[src/rtl/wavelet_threshold_engine.sv]
// wavelet_threshold_engine
//   Multi-level detail-coefficient thresholding stage for the DWT denoise path.
//   Every sample carries its decomposition level. Each level has its own
//   runtime-programmable threshold T. Per sample the engine applies hard,
//   soft, bypass or force-zero mode in a 2-stage valid/ready pipeline.
//   Optional macro THRESH_STATS_EN builds the per-window kept-coefficient
//   counter. Without it, kept_count and stats_valid are tied to 0.
//
// Ports
//   clk, rst           : clock; asynchronous active-high reset
//   in_valid/in_ready  : input handshake; in_ready = out_ready | ~out_valid
//   in_detail          : signed coefficient (ADC_WIDTH)
//   in_level, in_mode  : level index; mode 00 hard, 01 soft, 10 bypass, 11 zero
//   in_last            : last sample of window
//   thr_wr_*           : threshold register write port (unsigned magnitude)
//   out_valid/out_ready: output handshake
//   out_detail/out_level/out_last : thresholded sample and carried sideband
//   kept_count, stats_valid       : nonzero outputs in last window, update pulse
module wavelet_threshold_engine #(
  parameter  int ADC_WIDTH       = 14,
  parameter  int NUM_LEVELS      = 4,
  parameter  int MAX_WINDOW_SIZE = 1024,
  localparam int LEVEL_W         = (NUM_LEVELS > 1) ? $clog2(NUM_LEVELS) : 1,
  localparam int CNT_W           = $clog2(MAX_WINDOW_SIZE) + 1
) (
  input  logic                 clk,
  input  logic                 rst,
  input  logic                 in_valid,
  output logic                 in_ready,
  input  logic [ADC_WIDTH-1:0] in_detail,
  input  logic [LEVEL_W-1:0]   in_level,
  input  logic [1:0]           in_mode,
  input  logic                 in_last,
  input  logic                 thr_wr_en,
  input  logic [LEVEL_W-1:0]   thr_wr_level,
  input  logic [ADC_WIDTH-2:0] thr_wr_value,
  output logic                 out_valid,
  input  logic                 out_ready,
  output logic [ADC_WIDTH-1:0] out_detail,
  output logic [LEVEL_W-1:0]   out_level,
  output logic                 out_last,
  output logic [CNT_W-1:0]     kept_count,
  output logic                 stats_valid
);

  typedef enum logic [1:0] {
    MODE_HARD   = 2'b00,
    MODE_SOFT   = 2'b01,
    MODE_BYPASS = 2'b10,
    MODE_ZERO   = 2'b11
  } mode_e;

  logic                 w_adv;
  logic [ADC_WIDTH-2:0] r_thr [NUM_LEVELS];
  logic [ADC_WIDTH-2:0] w_thr_lookup;
  logic                 w_lvl_ok;

  logic                 r_s1_valid;
  logic [ADC_WIDTH-1:0] r_s1_x;
  mode_e                r_s1_mode;
  logic [LEVEL_W-1:0]   r_s1_level;
  logic [ADC_WIDTH-2:0] r_s1_thr;
  logic                 r_s1_last;

  logic signed [ADC_WIDTH:0] w_x_ext;
  logic signed [ADC_WIDTH:0] w_t_ext;
  logic        [ADC_WIDTH:0] w_mag;
  logic [ADC_WIDTH-1:0]      w_res;

  // Whole pipeline moves as one unit; it only holds when the output is stuck.
  assign w_adv    = out_ready | ~out_valid;
  assign in_ready = w_adv;

  // Out-of-range level indices match no register: writes are dropped and
  // samples are demoted to force-zero.
  always_comb begin
    w_thr_lookup = '0;
    w_lvl_ok     = 1'b0;
    for (int unsigned i = 0; i < NUM_LEVELS; i++) begin
      if (in_level == LEVEL_W'(i)) begin
        w_thr_lookup = r_thr[i];
        w_lvl_ok     = 1'b1;
      end
    end
  end

  // Threshold writes land at the clock edge, so a sample accepted in the same
  // cycle has already latched the old value through the lookup above.
  always_ff @(posedge clk or posedge rst) begin
    if (rst) begin
      for (int unsigned i = 0; i < NUM_LEVELS; i++) r_thr[i] <= '0;
    end else if (thr_wr_en) begin
      for (int unsigned i = 0; i < NUM_LEVELS; i++) begin
        if (thr_wr_level == LEVEL_W'(i)) r_thr[i] <= thr_wr_value;
      end
    end
  end

  always_ff @(posedge clk or posedge rst) begin
    if (rst) begin
      r_s1_valid <= 1'b0;
      r_s1_x     <= '0;
      r_s1_mode  <= MODE_HARD;
      r_s1_level <= '0;
      r_s1_thr   <= '0;
      r_s1_last  <= 1'b0;
    end else if (w_adv) begin
      r_s1_valid <= in_valid;
      r_s1_x     <= in_detail;
      r_s1_mode  <= w_lvl_ok ? mode_e'(in_mode) : MODE_ZERO;
      r_s1_level <= in_level;
      r_s1_thr   <= w_thr_lookup;
      r_s1_last  <= in_last;
    end
  end

  // One extra bit keeps |x| and x +/- T exact, including x = -2^(ADC_WIDTH-1).
  always_comb begin
    w_x_ext = {r_s1_x[ADC_WIDTH-1], r_s1_x};
    w_t_ext = {1'b0, r_s1_thr};
    w_mag   = w_x_ext[ADC_WIDTH] ? -w_x_ext : w_x_ext;
    w_res   = '0;
    case (r_s1_mode)
      MODE_HARD:   w_res = (w_mag >= $unsigned(w_t_ext)) ? r_s1_x : '0;
      MODE_SOFT: begin
        if (w_x_ext >= w_t_ext)       w_res = ADC_WIDTH'(w_x_ext - w_t_ext);
        else if (w_x_ext <= -w_t_ext) w_res = ADC_WIDTH'(w_x_ext + w_t_ext);
        else                          w_res = '0;
      end
      MODE_BYPASS: w_res = r_s1_x;
      default:     w_res = '0;
    endcase
  end

  always_ff @(posedge clk or posedge rst) begin
    if (rst) begin
      out_valid  <= 1'b0;
      out_detail <= '0;
      out_level  <= '0;
      out_last   <= 1'b0;
    end else if (w_adv) begin
      out_valid  <= r_s1_valid;
      out_detail <= w_res;
      out_level  <= r_s1_level;
      out_last   <= r_s1_last;
    end
  end

`ifdef THRESH_STATS_EN
  logic             w_hs;
  logic [CNT_W-1:0] r_cnt;
  logic [CNT_W-1:0] w_cnt_inc;

  always_comb begin
    w_hs      = out_valid & out_ready;
    w_cnt_inc = r_cnt;
    if (out_detail != '0 && r_cnt != '1) w_cnt_inc = r_cnt + 1'b1;
  end

  // The last sample's own contribution is folded into kept_count directly.
  always_ff @(posedge clk or posedge rst) begin
    if (rst) begin
      r_cnt       <= '0;
      kept_count  <= '0;
      stats_valid <= 1'b0;
    end else begin
      stats_valid <= 1'b0;
      if (w_hs) begin
        if (out_last) begin
          kept_count  <= w_cnt_inc;
          stats_valid <= 1'b1;
          r_cnt       <= '0;
        end else begin
          r_cnt <= w_cnt_inc;
        end
      end
    end
  end
`else
  assign kept_count  = '0;
  assign stats_valid = 1'b0;
`endif

endmodule

[config.mk]
export PLATFORM = sky130hd
export DESIGN_NAME = wavelet_threshold_engine
export DESIGN_NICKNAME = d
export VERILOG_FILES = /design/src/rtl/wavelet_threshold_engine.sv
export SDC_FILE = /design/constraint.sdc
export NUM_CORES = 1
export LEC_CHECK = 0
export BUFFER_PORTS_ARGS = -buffer_cell sky130_fd_sc_hd__buf_2
export CORE_ASPECT_RATIO = 0.7
export CORE_MARGIN = 10
export CORE_UTILIZATION = 40
export DETAILED_ROUTE_END_ITERATION = 7
export REMOVE_ABC_BUFFERS = 1
export SYNTH_ARGS = -nofsm -noshare
export SYNTH_HDL_FRONTEND = slang
export SYNTH_SLANG_ARGS = --single-unit
[constraint.sdc]
create_clock -name clk -period 7.15 [get_ports clk]
set_input_delay 0.715 -clock clk [delete_from_list [all_inputs] [get_ports clk]]
set_output_delay 0.715 -clock clk [all_outputs]
set_load 0.05 [all_outputs]
==> results of run 1 <==
[routing by layer]
metal / GRT usage, % / up-vias / wire length (um) / part of all wire, %
li1: - / 2403 / - / -
met1: 21.5 / 2545 / 8280 / 49
met2: 23.2 / 161 / 7310 / 43
met3: 3.77 / 14 / 1110 / 6.6
met4: 3.01 / 0 / 162 / 0.96
met5: 0 / - / 0 / 0
[power by group]
part	internal, uW	total (uW)	switching (uW)
combinational	442	1140	694
clock	255	516	261
sequential	709	823	113
[Yosys cell counts (all sizes together), types with 11 or more instances]
| library cell | n | area [sq um] |
|---|---|---|
| dfrtp | 103 | 2580 |
| nand2 | 101 | 382 |
| ha | 54 | 676 |
| mux2 | 52 | 586 |
| o21ai | 36 | 180 |
| xnor2 | 34 | 298 |
| inv | 31 | 116 |
| a21oi | 30 | 150 |
| buf | 28 | 194 |
| nor2 | 20 | 91.3 |
| clkbuf | 14 | 52.6 |
| mux4 | 13 | 293 |
| nand3 | 11 | 55.1 |
| nor3 | 11 | 55.1 |
[final cells by class]
cell class	instances	area (sq um)	share of cell area [%]
clock buffers	9	225	3.05
clock inverters	7	88.8	1.20
inverters	31	119	1.61
multi-input cells	488	3790	51.2
flip-flops and latches	103	2580	34.9
well taps	225	282	3.81
repair buffers	61	315	4.26
[cells by family (layout without fill, tap and decap cells)]
kind of cell             after synthesis  after routing
AND/OR/NAND/NOR                      180            180
AO/OA/AOI/OAI                        134            134
flip-flops                           103            103
buffers and inverters                 73            108
multiplexers                          66             66
adder cells (fa/ha/maj)               56             56
XOR/XNOR                              40             40
other                                  1             12
[worst paths after layout]
check,from,endpoint,slack [ps]
min in group clk,out_last,out_last,460
worst min register to register,out_last,out_last,460
worst max-delay path,r_s1_thr[2],out_detail[13],3350
max in group asynchronous,rst,r_s1_x[4],5560
worst min-delay path,rst,out_detail[5],430
worst max register to register,r_s1_thr[2],out_detail[13],3350
[sequential cells by signal (all words and copies together) (netlist names)]
register and count:
r_s1_valid 1, r_s1_last 1, r_s1_x 14, r_s1_thr 13, out_level 2, r_s1_level 2, r_s1_mode 2, out_detail 14
out_valid 1, out_last 1, r_thr 52
[through the flow]
stage,worst slack [ps],total power (uW),std cells
final,3350,2470,924
after global routing,2990,2650,924
after CTS,3430,2480,924
after detailed placement,3470,1960,908
after global placement,3550,1940,908
after floorplan,3190,1670,622
[worst reg2reg max path: cells and delay by family (launching register included)]
family                   cells  cell delay [ps]
flip-flops                   1              440
AND/OR/NAND/NOR              9             2380
XOR/XNOR                     1               90
AO/OA/AOI/OAI                3              490
adder cells (fa/ha/maj)      1              300
[cells in the final DEF, fill, tap and decap left out, drive strengths merged, types with 3 or more instances in the layout]
cell	Yosys	final
o31ai	5	5
nand4	7	7
inv	31	36
a221o	4	4
o21ai	36	36
a21oi	30	30
nor3b	4	4
nor4	5	5
conb	1	12
clkbuf	14	9
nand3	11	11
a22oi	7	7
dfrtp	103	103
nand2	101	101
o211ai	4	4
mux4	13	13
a211o	3	3
a21o	4	4
ha	54	54
a211oi	7	7
nor3	11	11
o41ai	5	5
nor2	20	20
xnor2	34	34
nor2b	5	5
a31o	3	3
o21bai	5	5
xor2	6	6
mux2	52	52
nand2b	4	4
nand3b	4	4
buf	28	61
==> out/results.ini, run 1 <==
[run_status]
status = finished, final reports clean

[timing]
worst_hold_slack_ps = 429
final_period_minus_worst_setup_slack_ps = 3800
final_hold_viol_count = 0
finalClockSkew_ps = 11.5
slew_headroom_pct = 39.0
timing.final.crit_share_pct = 53.2
achievable-frequency_mhz = 263
timing_worst_slew_pin_value_ps = 903
setup_total_negative_slack_ps = 0
rsz0062_at_grt = no
maxSlewViolCount = 0
report.final.setup_viol = 0

[clock_network]
post_cts_resized = 0
setup_fix_bufs_post_cts = 0
clock_tree.buffer_depth = 2
cts.sinks = 103
cts-htree-levels = 3
clock-root-buffer = sky130_fd_sc_hd__clkbuf_16
cts_tree = yes
register_clock_pin_slew_on_the_reported_worst_setup_and_hold_paths_ps = 80
numCtsBuffers = 9
hold_buffers = 0
clk_latency_ps = 350

[yosys]
netlist_area_sq_um = 6680
yosysWarningCount = 0
synthFlopType = sky130_fd_sc_hd__dfrtp_1
post_synthesis_compound_gate_area_fraction_pct = 14.0
postSynth.asyncResetShare_pct = 100
synth-edff-count = 0
yosys.area_share.simple_pct = 12.7
synthXorXnorAreaFrac_pct = 5.25
synthesized_instance_count = 653
adder_cell_area_share_of_the_yosys_netlist_pct = 10.7
synth_top_family_by_area = compound AO/OA/AOI/OAI gates
post_synth_num_cell_types = 69
syn_avg_cell_area_sq_um = 10.2
ys_seq_elements = 103
sequential_cell_area_fraction_in_the_yosys_report_pct = 38.6
synth.area.mux_share_pct = 13.3

[placed_design]
dpl.hpwl_um = 12700
gpl.final_weighted_congestion = 0.924
placement.io_buffers = 57
place_area_sq_um = 7080

[worst_setup_path]
cp-start-kind = register
worst-endpoint-required_ps = 7390
critical_path_buf_inv_count = 0
crit_chain = nor4_1 -> and4_1 -> nand3_1 -> nor3_1 -> xnor2_1 -> ha_1 -> nand4_1 -> nor3_1 -> o31ai_1 -> nand3_1 -> a21oi_1 -> nor2_1 -> nor3_1 -> a211o_1
cp.depth = 14
max_stage_delay_ps = 720
critPathKind = register to register
path_common_cell = sky130_fd_sc_hd__nor3_1
rr_worst_depth = 14
timing.critical_path.slowest_stage_cell = sky130_fd_sc_hd__nor4_1
arrival_ps = 4040
cp_top_family = simple AND/OR/NAND/NOR gates
critical_path_endpoint_category = register
crit_fanout = 5

[detailed_routing]
vias = 5123
postRouteWirelength_um = 16900
drtAntennaViolNets = 0
drt_pass1_iterations = 5
drt_iter0_drc = 409
via_per_inst = 5.54
routed_wire_length_per_instance_um = 18.2
drc_errors = 0

[final_layout]
layout.core_utilization_pct = 45.2
fillerInstances = 1576
drive_gt1_share_pct = 22.7
synthToLayoutAreaGrowth_pct = 10.7
nNetsFinal = 789
fin_area_sq_um = 7390
antenna-diode-count = 0

[global_routing]
global_route.usage.total_pct = 15.2
antenna_found_initial = 0
grt_start_max_net_pins = 60
grt.overflow.total = 0
grt_first_pass_wirelength_um = 27800
first_global_vias = 5138

[die]
fp.dieH_um = 128
top_level_ports = 70
design.die.area_sq_um = 22300
num_rows = 39
initial_core_utilization_pct = 40.9
design.core.area_sq_um = 16300
die_x_um = 174

[run]
drv_cap = 0

[power_and_ir_drop]
leakage_uw = 0.00340
ir_drop_mv = 0.150
p_per_area_nw_per_um2 = 335

[min_path]
min_path_type = input port to asynchronous set/reset pin

No activity file was read; power rests on OpenSTA's default activity.
==> inputs of run 2 (changes only) <==
Clock period 7.15 ns to 3.63 ns, I/O delays scaled along.
==> out/results.ini, run 2 (synthesis gave the netlist of run 1 again) <==
[final_layout]
area_of_the_multi_input_gates_sq_um = 3860  ; was 3790 sq um
largest_register_ffs = 52  ; unchanged
most_frequent_cells_in_the_layout = sky130_fd_sc_hd__dfrtp_1, sky130_fd_sc_hd__nand2_1, sky130_fd_sc_hd__buf_2, sky130_fd_sc_hd__ha_1, sky130_fd_sc_hd__mux2_2  ; unchanged
layout_commonest_cell = sky130_fd_sc_hd__dfrtp_1  ; unchanged
fin_area_sq_um = 7630  ; was 7390 sq um
layout.core_utilization_pct = 46.7  ; was 45.2%
layoutNonFillerInstCount = 947  ; was 924
biggestRegsByFlops = r_thr: 52 flops, out_detail: 14 flops, r_s1_x: 14 flops  ; unchanged
nNetsFinal = 812  ; was 789
fillerInstances = 1571  ; was 1576
regMostFlops = r_thr  ; unchanged
drive_gt1_share_pct = 26.7  ; was 22.7%
seq_area_sq_um = 2580  ; about the same
synthToLayoutAreaGrowth_pct = 14.3  ; was 10.7%
antenna-diode-count = 0  ; unchanged

[worst_setup_path]
arrival_ps = 3700  ; was 4040 ps
critPathKind = register to register  ; unchanged
cp-start-kind = register  ; unchanged
rr_worst_depth = 16  ; was 14
crit_fanout = 5  ; unchanged
timing.critical_path.from = r_s1_thr[2]  ; unchanged
regToRegSetupSlack_ps = 180  ; was 3350 ps
worst-endpoint-required_ps = 3870  ; was 7390 ps
worst_r2r_startpoint = r_s1_thr[2]  ; unchanged
critical_path_endpoint_category = register  ; unchanged

[placed_design]
number_of_placed_cells_counting_well_taps = 928  ; was 908
gpl.final_weighted_congestion = 0.867  ; was 0.924
place_area_sq_um = 7230  ; was 7080 sq um
placement.io_buffers = 57  ; unchanged
dpl.hpwl_um = 13600  ; was 12700 um

[clock_network]
clock-root-buffer = sky130_fd_sc_hd__clkbuf_16  ; unchanged
cts.sinks = 103  ; unchanged
numCtsBuffers = 9  ; unchanged
clk_latency_ps = 360  ; was 350 ps
clock_tree.buffer_depth = 2  ; unchanged
cts_tree = yes  ; unchanged
register_clock_pin_slew_on_the_reported_worst_setup_and_hold_paths_ps = 80  ; about the same
cts-htree-levels = 3  ; unchanged

[die]
die_x_um = 174  ; unchanged
design.die.area_sq_um = 22300  ; unchanged
fp.dieH_um = 128  ; unchanged
top_level_ports = 70  ; unchanged
num_rows = 39  ; unchanged
initial_core_utilization_pct = 40.9  ; unchanged
design.core.area_sq_um = 16300  ; unchanged

[timing]
final_period_minus_worst_setup_slack_ps = 3450  ; was 3800 ps
setup_total_negative_slack_ps = 0  ; unchanged
slew_headroom_pct = 30.7  ; was 39.0%
finalClockSkew_ps = 9.72  ; was 11.5 ps
report.final.setup_viol = 0  ; unchanged
achievable-frequency_mhz = 290  ; was 263 MHz
timing_worst_slew_pin_value_ps = 1030  ; was 903 ps
worst_hold_slack_ps = 206  ; was 429 ps
final_hold_viol_count = 0  ; unchanged
maxSlewViolCount = 0  ; unchanged
timing.final.crit_share_pct = 95.1  ; was 53.2%

[detailed_routing]
drc_errors = 0  ; unchanged
routed_wire_length_per_instance_um = 18.8  ; was 18.2 um
postRouteWirelength_um = 17800  ; was 16900 um
drt_iter0_drc = 456  ; was 409
drtAntennaViolNets = 0  ; unchanged
vias = 5145  ; was 5123
drt_pass1_iterations = 5  ; unchanged
via_per_inst = 5.43  ; was 5.54

[global_routing]
grt_first_pass_wirelength_um = 28100  ; was 27800 um
antenna_found_initial = 0  ; unchanged
global_route.usage.total_pct = 15.6  ; was 15.2%
first_global_vias = 5137  ; was 5138
grt.overflow.total = 0  ; unchanged
grt_start_max_net_pins = 79  ; was 60

[power_and_ir_drop]
leakage_uw = 0.00351  ; was 0.00340 uW
ir_drop_mv = 0.232  ; was 0.150 mV
p_per_area_nw_per_um2 = 654  ; was 335 nW/um^2

[run_status]
status = finished, final reports clean  ; unchanged

[min_path]
min_delay_path_depth = 3
worstHoldStart = in_detail[1]
min_path_type = input port to register  ; was input port to asynchronous set/reset pin

[run]
drv_cap = 0  ; unchanged

## run 2: changes by cell type in the layout (fill, tap and decap cells not counted), sizes merged
cell / delta
clkinvlp: +1
clkbuf: +1
bufinv: +1
nand2: +1
inv: -3
buf: +22
## run 2: final timing paths
| path | to |
|---|---|
| max in group asynchronous | out_detail[13] |
| setup / recovery | out_detail[2] |
| setup reg to reg | out_detail[2] |
| hold reg to reg | r_s1_valid |
| min in group asynchronous | out_detail[5] |
| hold / removal | r_s1_x[1] |
## run 2: per-stage QoR
step | power [uW] | worst slack, ps
after detailed placement | 3930 | -71.1
final | 4990 | 176
after CTS | 4990 | 52.3
after global routing | 5310 | -38.9
after floorplan | 3280 | -308
after global placement | 3880 | 121
## run 2: what timing repair did
item,4_1_cts,5_1_grt
resized for setup,2,12
cloned,0,1
endpoints found under the setup margin,6,14
pin swaps,0,2
hold buffers,0,0
buffers inserted,0,2
## run 2: critical path, cell delays in order (launching register included)
cell and delay [ps]:
sky130_fd_sc_hd__dfrtp_2 460, sky130_fd_sc_hd__nor4_4 300, sky130_fd_sc_hd__buf_4 160, sky130_fd_sc_hd__and4_1 270
sky130_fd_sc_hd__nand3_1 200, sky130_fd_sc_hd__nor2_2 210, sky130_fd_sc_hd__xnor2_1 150, sky130_fd_sc_hd__ha_1 260
sky130_fd_sc_hd__nand4_1 120, sky130_fd_sc_hd__inv_1 60, sky130_fd_sc_hd__a21oi_1 160, sky130_fd_sc_hd__buf_4 140
sky130_fd_sc_hd__a2bb2oi_2 170, sky130_fd_sc_hd__a21oi_4 120, sky130_fd_sc_hd__nand2_2 180, sky130_fd_sc_hd__o21ai_1 90
sky130_fd_sc_hd__a221o_1 270
## run 2: power by group
group          switching [uW]  leakage (uW)  internal, uW
sequential                196       0.00124          1400
combinational            1440       0.00211           925
clock                     473      0.000151           564
## run 2: final cells by class
class	instances	share of cell area, %
clock inverter	6	0.984
tap	225	3.69
inverter	31	1.56
timing repair buffer	83	6.30
multi-input combinational	489	50.6
clock buffer	10	3.13
sequential	103	33.8
## run 2: layer usage
metal	track usage (%)	routed length (um)	vias to the layer above
li1	-	-	2443
met1	21.8	8730	2547
met2	23.8	7770	144
met3	4.33	1170	11
met4	2.96	150	0
met5	0	0	-
